`src/rtl/decoder_pkg.sv`:
```
// Shared definitions for the pipelined instruction decoder:
// opcode constants, the instruction-class enum and the decoded bundle layout.
package decoder_pkg;

  localparam int OPCODE_BITS = 6;

  localparam logic [OPCODE_BITS-1:0] OP_R    = 6'b000000;
  localparam logic [OPCODE_BITS-1:0] OP_ADDI = 6'b000001;
  localparam logic [OPCODE_BITS-1:0] OP_SUBI = 6'b000010;
  localparam logic [OPCODE_BITS-1:0] OP_LW   = 6'b001000;
  localparam logic [OPCODE_BITS-1:0] OP_SW   = 6'b001001;
  localparam logic [OPCODE_BITS-1:0] OP_BEQ  = 6'b010010;
  localparam logic [OPCODE_BITS-1:0] OP_BNE  = 6'b010011;
  localparam logic [OPCODE_BITS-1:0] OP_LI   = 6'b011000;
  localparam logic [OPCODE_BITS-1:0] OP_J    = 6'b010000;

  typedef enum logic [1:0] {
    TYPE_R   = 2'd0,
    TYPE_I   = 2'd1,
    TYPE_J   = 2'd2,
    TYPE_ILL = 2'd3
  } instr_type_e;

  // Decoded bundle for the default geometry (6/5/5/5/16, 32-bit XLEN and PC).
  // The decoder packs the same field order generically for other widths.
  typedef struct packed {
    logic [5:0]  opcode;
    logic [4:0]  rs1;
    logic [4:0]  rs2;
    logic [4:0]  rd;
    logic [4:0]  shamt;
    logic [10:0] funct;
    logic [31:0] imm;
    logic [25:0] jaddr;
    instr_type_e itype;
    logic [31:0] pc;
  } decoded_t;

endpackage

```
`src/rtl/decode_fifo.sv`:
```
// Two-entry in-order buffer with valid/ready on both sides.
// Acceptance depends only on the stored count, so a full buffer refuses a
// push even when the head is popped in the same cycle.
module decode_fifo #(
  parameter int W = 8
) (
  input  logic         clk,
  input  logic         rst_n,
  input  logic         flush,
  input  logic         push_valid,
  output logic         push_ready,
  input  logic [W-1:0] push_data,
  output logic         pop_valid,
  input  logic         pop_ready,
  output logic [W-1:0] pop_data
);

  logic [W-1:0] mem_reg [2];
  logic         wr_ptr_reg;
  logic         rd_ptr_reg;
  logic [1:0]   count_reg;
  logic [1:0]   count_next;
  logic         do_push;
  logic         do_pop;

  assign push_ready = (count_reg < 2'd2);
  assign pop_valid  = (count_reg != 2'd0);
  assign pop_data   = mem_reg[rd_ptr_reg];
  assign do_push    = push_valid && push_ready;
  assign do_pop     = pop_valid && pop_ready;

  // Occupancy after this cycle's transfers (flush/reset handled in the register).
  always_comb begin
    count_next = count_reg;
    case ({do_push, do_pop})
      2'b10:   count_next = count_reg + 2'd1;
      2'b01:   count_next = count_reg - 2'd1;
      default: count_next = count_reg;
    endcase
  end

  // Pointers and count; flush empties the buffer and drops any same-cycle push.
  always_ff @(posedge clk) begin
    if (!rst_n) begin
      wr_ptr_reg <= 1'b0;
      rd_ptr_reg <= 1'b0;
      count_reg  <= 2'd0;
    end else if (flush) begin
      wr_ptr_reg <= 1'b0;
      rd_ptr_reg <= 1'b0;
      count_reg  <= 2'd0;
    end else begin
      if (do_push) wr_ptr_reg <= ~wr_ptr_reg;
      if (do_pop)  rd_ptr_reg <= ~rd_ptr_reg;
      count_reg <= count_next;
    end
  end

  // Entry storage; cleared on reset so the head reads as zero afterwards.
  always_ff @(posedge clk) begin
    if (!rst_n) begin
      for (int i = 0; i < 2; i++) mem_reg[i] <= '0;
    end else if (!flush && do_push) begin
      mem_reg[wr_ptr_reg] <= push_data;
    end
  end

endmodule

```
`src/rtl/pipelined_decoder.sv`:
```
// Instruction decoder: fields are split and classified combinationally from
// the incoming word, then the decoded bundle plus PC is queued in a 2-entry
// buffer. Also counts accepted illegal instructions (saturating).
module pipelined_decoder
  import decoder_pkg::*;
#(
  parameter int INSTR_W  = 37,
  parameter int OPCODE_W = 6,
  parameter int REG_W    = 5,
  parameter int IMM_W    = 16,
  parameter int XLEN     = 32,
  parameter int PC_W     = 32
) (
  input  logic                              clk,
  input  logic                              rst_n,
  input  logic                              flush,
  input  logic                              in_valid,
  output logic                              in_ready,
  input  logic [INSTR_W-1:0]                in_instr,
  input  logic [PC_W-1:0]                   in_pc,
  output logic                              out_valid,
  input  logic                              out_ready,
  output logic [OPCODE_W-1:0]               out_opcode,
  output logic [REG_W-1:0]                  out_rs1,
  output logic [REG_W-1:0]                  out_rs2,
  output logic [REG_W-1:0]                  out_rd,
  output logic [REG_W-1:0]                  out_shamt,
  output logic [IMM_W-REG_W-1:0]            out_funct,
  output logic [XLEN-1:0]                   out_imm,
  output logic [INSTR_W-OPCODE_W-REG_W-1:0] out_jaddr,
  output logic [1:0]                        out_type,
  output logic [PC_W-1:0]                   out_pc,
  output logic [15:0]                       illegal_count
);

  localparam int FUNCT_W = IMM_W - REG_W;
  localparam int JADDR_W = INSTR_W - OPCODE_W - REG_W;
  localparam int PAY_W   = OPCODE_W + 4*REG_W + FUNCT_W + XLEN + JADDR_W + 2 + PC_W;

  // Geometry sanity checks at elaboration.
  if (INSTR_W != OPCODE_W + 3*REG_W + IMM_W) begin : g_bad_instr_w
    $error("INSTR_W must equal OPCODE_W + 3*REG_W + IMM_W");
  end
  if (XLEN < IMM_W) begin : g_bad_xlen
    $error("XLEN must be >= IMM_W");
  end
  if (IMM_W <= REG_W) begin : g_bad_imm_w
    $error("IMM_W must exceed REG_W so the funct field is non-empty");
  end

  logic [OPCODE_W-1:0] dec_opcode;
  logic [REG_W-1:0]    dec_rs1;
  logic [REG_W-1:0]    dec_rs2;
  logic [REG_W-1:0]    dec_rd;
  logic [IMM_W-1:0]    dec_imm_raw;
  logic [REG_W-1:0]    dec_shamt;
  logic [FUNCT_W-1:0]  dec_funct;
  logic [JADDR_W-1:0]  dec_jaddr;
  logic [XLEN-1:0]     dec_imm;
  instr_type_e         dec_type;
  logic                dec_zero_ext;

  logic [PAY_W-1:0]    push_payload;
  logic [PAY_W-1:0]    head_payload;
  logic                push_fire;
  logic [1:0]          head_type;

  logic [15:0]         illegal_count_reg;

  // Fixed field positions, opcode at the top of the word.
  assign dec_opcode  = in_instr[INSTR_W-1 -: OPCODE_W];
  assign dec_rs1     = in_instr[INSTR_W-OPCODE_W-1 -: REG_W];
  assign dec_rs2     = in_instr[INSTR_W-OPCODE_W-REG_W-1 -: REG_W];
  assign dec_rd      = in_instr[INSTR_W-OPCODE_W-2*REG_W-1 -: REG_W];
  assign dec_imm_raw = in_instr[IMM_W-1:0];
  assign dec_shamt   = dec_imm_raw[IMM_W-1 -: REG_W];
  assign dec_funct   = dec_imm_raw[FUNCT_W-1:0];
  assign dec_jaddr   = in_instr[JADDR_W-1:0];

  // Classify the opcode; only LI takes a zero-extended immediate.
  always_comb begin
    dec_type     = TYPE_ILL;
    dec_zero_ext = 1'b0;
    case (dec_opcode)
      OPCODE_W'(OP_R):    dec_type = TYPE_R;
      OPCODE_W'(OP_ADDI): dec_type = TYPE_I;
      OPCODE_W'(OP_SUBI): dec_type = TYPE_I;
      OPCODE_W'(OP_LW):   dec_type = TYPE_I;
      OPCODE_W'(OP_SW):   dec_type = TYPE_I;
      OPCODE_W'(OP_BEQ):  dec_type = TYPE_I;
      OPCODE_W'(OP_BNE):  dec_type = TYPE_I;
      OPCODE_W'(OP_LI): begin
        dec_type     = TYPE_I;
        dec_zero_ext = 1'b1;
      end
      OPCODE_W'(OP_J):    dec_type = TYPE_J;
      default:            dec_type = TYPE_ILL;
    endcase
  end

  assign dec_imm = dec_zero_ext ? XLEN'(dec_imm_raw) : XLEN'($signed(dec_imm_raw));

  assign push_payload = {dec_opcode, dec_rs1, dec_rs2, dec_rd, dec_shamt, dec_funct,
                         dec_imm, dec_jaddr, dec_type, in_pc};

  decode_fifo #(
    .W (PAY_W)
  ) u_fifo (
    .clk        (clk),
    .rst_n      (rst_n),
    .flush      (flush),
    .push_valid (in_valid),
    .push_ready (in_ready),
    .push_data  (push_payload),
    .pop_valid  (out_valid),
    .pop_ready  (out_ready),
    .pop_data   (head_payload)
  );

  assign {out_opcode, out_rs1, out_rs2, out_rd, out_shamt, out_funct,
          out_imm, out_jaddr, head_type, out_pc} = head_payload;
  assign out_type = head_type;

  assign push_fire = in_valid && in_ready;

  // Saturating count of accepted illegal instructions; flush leaves it alone
  // but a push dropped by flush is not counted.
  always_ff @(posedge clk) begin
    if (!rst_n) begin
      illegal_count_reg <= 16'd0;
    end else if (push_fire && !flush && (dec_type == TYPE_ILL) &&
                 (illegal_count_reg != 16'hFFFF)) begin
      illegal_count_reg <= illegal_count_reg + 16'd1;
    end
  end

  assign illegal_count = illegal_count_reg;

endmodule

```
`config.mk`:
```
export PLATFORM = sky130hd
export DESIGN_NAME = pipelined_decoder
export DESIGN_NICKNAME = d
export VERILOG_FILES = /design/src/rtl/decoder_pkg.sv /design/src/rtl/decode_fifo.sv /design/src/rtl/pipelined_decoder.sv
export SDC_FILE = /design/constraint.sdc
export NUM_CORES = 1
export LEC_CHECK = 0
export CORE_MARGIN = 5
export CORE_UTILIZATION = 50
export CTS_BUF_LIST = sky130_fd_sc_hd__clkbuf_4 sky130_fd_sc_hd__clkbuf_8
export DETAILED_ROUTE_END_ITERATION = 16
export GPL_ROUTABILITY_DRIVEN = 0
export MAX_ROUTING_LAYER = met4
export PLACE_DENSITY = 0.82
export SYNTH_ARGS = -nofsm -noshare
export SYNTH_HDL_FRONTEND = slang
export SYNTH_SLANG_ARGS = --single-unit
```
`constraint.sdc`:
```
create_clock -name clk -period 5.61 [get_ports clk]
set_clock_uncertainty 0.2 [all_clocks]
set_input_delay 1.683 -clock clk [delete_from_list [all_inputs] [get_ports clk]]
set_output_delay 1.683 -clock clk [all_outputs]
set_load 0.01 [all_outputs]
```
==> results.ini <==
[setup_path]
reg2reg_from=u_fifo.count_reg[1]
required_ns=3.73
r2r_end=u_fifo.mem_reg[1][103]
worstSetupPathType=reg2out
arrival_ns=2.55
crit_end=out_imm[27]
cp-end-kind=output pin
rrSetupSlack_ns=3.18
reg2reg_depth=4
startpoint_type=register
worstPathMaxFanout=72

[yosys]
synth_cell_types=41
synth_top_family_by_area=simple AND/OR/NAND/NOR gates
synth_mux_area_share_pct=12.0
ys.flop_type=edfxtp_1
synth-adder-area-share_pct=0.318
synth_top_area_share_pct=55.0
seq_area_frac_synth_pct=60.4
synthArstFlopShare_pct=0
synth_most_common_cell=edfxtp_1
synth_area_per_cell_sq_um=13.3
yosysTopAreaCell=edfxtp_1
synthCells=589
syn_nets=665
synthSimpleGateAreaFrac_pct=17.7
synth_area_sq_um=7860
synth_common_cells=edfxtp_1 (144), and2_1 (139), mux2_2 (72), buf_4 (60), nand2_1 (22)
ys_seq_elements=165
synth-xor-area-share_pct=0.764
synth.area.top_cells=edfxtp_1 (55%), and2_1 (11%), mux2_2 (10%)
synth_edf_count=144
synth-compound-area-share_pct=1.32
yosys_warnings=0

[cts]
cts.sinks=165
cts_resized=0
cts_tree=yes
cts_buffer_depth=2
htree_num_levels=4
cts_buffers=17
insertion_delay_ns=0.45
clk_pin_slew_ns=0.08
post_cts.repair.setup_buffers=0
cts_hold_buf=0
root_buffer=clkbuf_8

[drt]
first_pass_iters=4
vias_per_cell=5.06
drt_iter0_markers=385
detail-route-antenna-nets=0
routed_wl_microns=17100
vias=4892
wire_per_inst_microns=17.7
drc=0

[final_layout]
largest_register_ffs=144
layout-drive-gt1-share_pct=16.2
area_growth_pct=29.3
fill_cells=1140
final_net_count=819
antenna_cells=0

[grt]
grt_max_degree=73
met2_usage_pct=32.6
overflow=0
grtUsageMet3_pct=4.68
gr-max-usage-layer=met2
antenna_found_initial=0
grt.total_usage_pct=19.1
grt_pass1_vias=4990
met1_usage_pct=22.4
grt_pass1_wl_microns=26200

[timing]
period_share_pct=79.0
slew_headroom_pct=28.9
worstMarginPinSlew_ns=1.07
slew_violations=0
final.min_clock_period_ns=4.43
fin_setup_tns_ns=0
fmax_mhz=226
finalSetupViolCount=0
rsz0062_at_grt=false
final-hold-violation-count=0

[floorplanning]
coreArea_sq_um=15300
die-area_sq_um=18300
dieWidth_microns=135
num_rows=45
io-pin-count=221
initial_utilization_pct=51.3
die_y_microns=135

[power]
power_w=0.00258
peakVddDrop_mv=0.118
power_density_nw_per_um2=253
p_leak_nw=3.65

[placement]
place_hpwl_microns=11700
portBuffers=220

[flow_run]
max_cap_violations=0

[hold_path]
hold_class=reg2reg

[outcome]
status=finished clean

[report_power, final]
group	internal, W	switching (W)
combinational	0.000208	0.000155
clock	0.000394	0.000406
sequential	0.00139	0.0000211
[how the worst min path moves through the flow]
stage	from	endpoint	slack, ns	cells past startpoint
final	illegal_count[15]	illegal_count[15]	0.30	2
after floorplan	u_fifo.rd_ptr_reg	register	0.28	2
after global routing	illegal_count[6]	illegal_count[6]	0.34	2
after detailed placement	illegal_count[15]	illegal_count[15]	0.30	2
after global placement	illegal_count[15]	illegal_count[15]	0.27	2
after CTS	illegal_count[15]	illegal_count[15]	0.31	2
[cell usage in the layout (no fill, tap or decap), types with 5 or more instances in the layout]
| cell type | Yosys | layout |
|---|---|---|
| mux2_2 | 72 | 72 |
| clkinv_2 | 0 | 5 |
| dfxtp_1 | 21 | 20 |
| nor2_1 | 12 | 12 |
| mux2i_1 | 13 | 13 |
| clkbuf_8 | 0 | 17 |
| edfxtp_1 | 144 | 144 |
| and2_1 | 139 | 139 |
| clkdlybuf4s50_1 | 0 | 220 |
| nand3_1 | 7 | 7 |
| nand2b_1 | 15 | 15 |
| nor4_1 | 8 | 8 |
| nand2_1 | 22 | 20 |
[metrics by stage]
stage / setup WS, ns / hold slack (ns) / util (%) / std cells / area, sq um
3_3_place_gp: 1.42 / 0.275 / 64.0 / 935 / 9810
6_report: 1.18 / 0.304 / 66.4 / 966 / 10200
3_5_place_dp: 1.39 / 0.295 / 64.0 / 935 / 9810
5_1_grt: 1.02 / 0.338 / 66.4 / 966 / 10200
2_1_floorplan: 1.13 / 0.281 / - / 589 / 7860
4_1_cts: 1.09 / 0.310 / 66.4 / 966 / 10200
[cell families after synthesis]
group / count (synthesis)
adder cells (fa/ha/maj): 2
buffers and inverters: 90
multiplexers: 85
AND/OR/NAND/NOR: 229
flip-flops: 165
AO/OA/AOI/OAI: 12
XOR/XNOR: 6
[critical path, cell delays in order (launching register included)]
cell and delay (ns):
dfxtp_4 1.00, mux2_2 0.48, clkdlybuf4s50_1 0.62
[routing by layer]
metal	vias to the layer above	wire (microns)
li1	2327	-
met1	2362	7020
met2	179	8790
met3	24	1060
met4	0	252
met5	-	0
[cell type report]
type	instances	area, sq um	share of cell area [%]
Timing Repair Buffer	223	2250	22.1
Clock buffer	19	249	2.45
Multi-Input combinational cell	334	2540	24.9
Inverter	2	7.51	0.0738
Sequential cell	165	4750	46.7
Clock inverter	12	114	1.12
Tap cell	211	264	2.60
(Power assumes the default switching activity.)
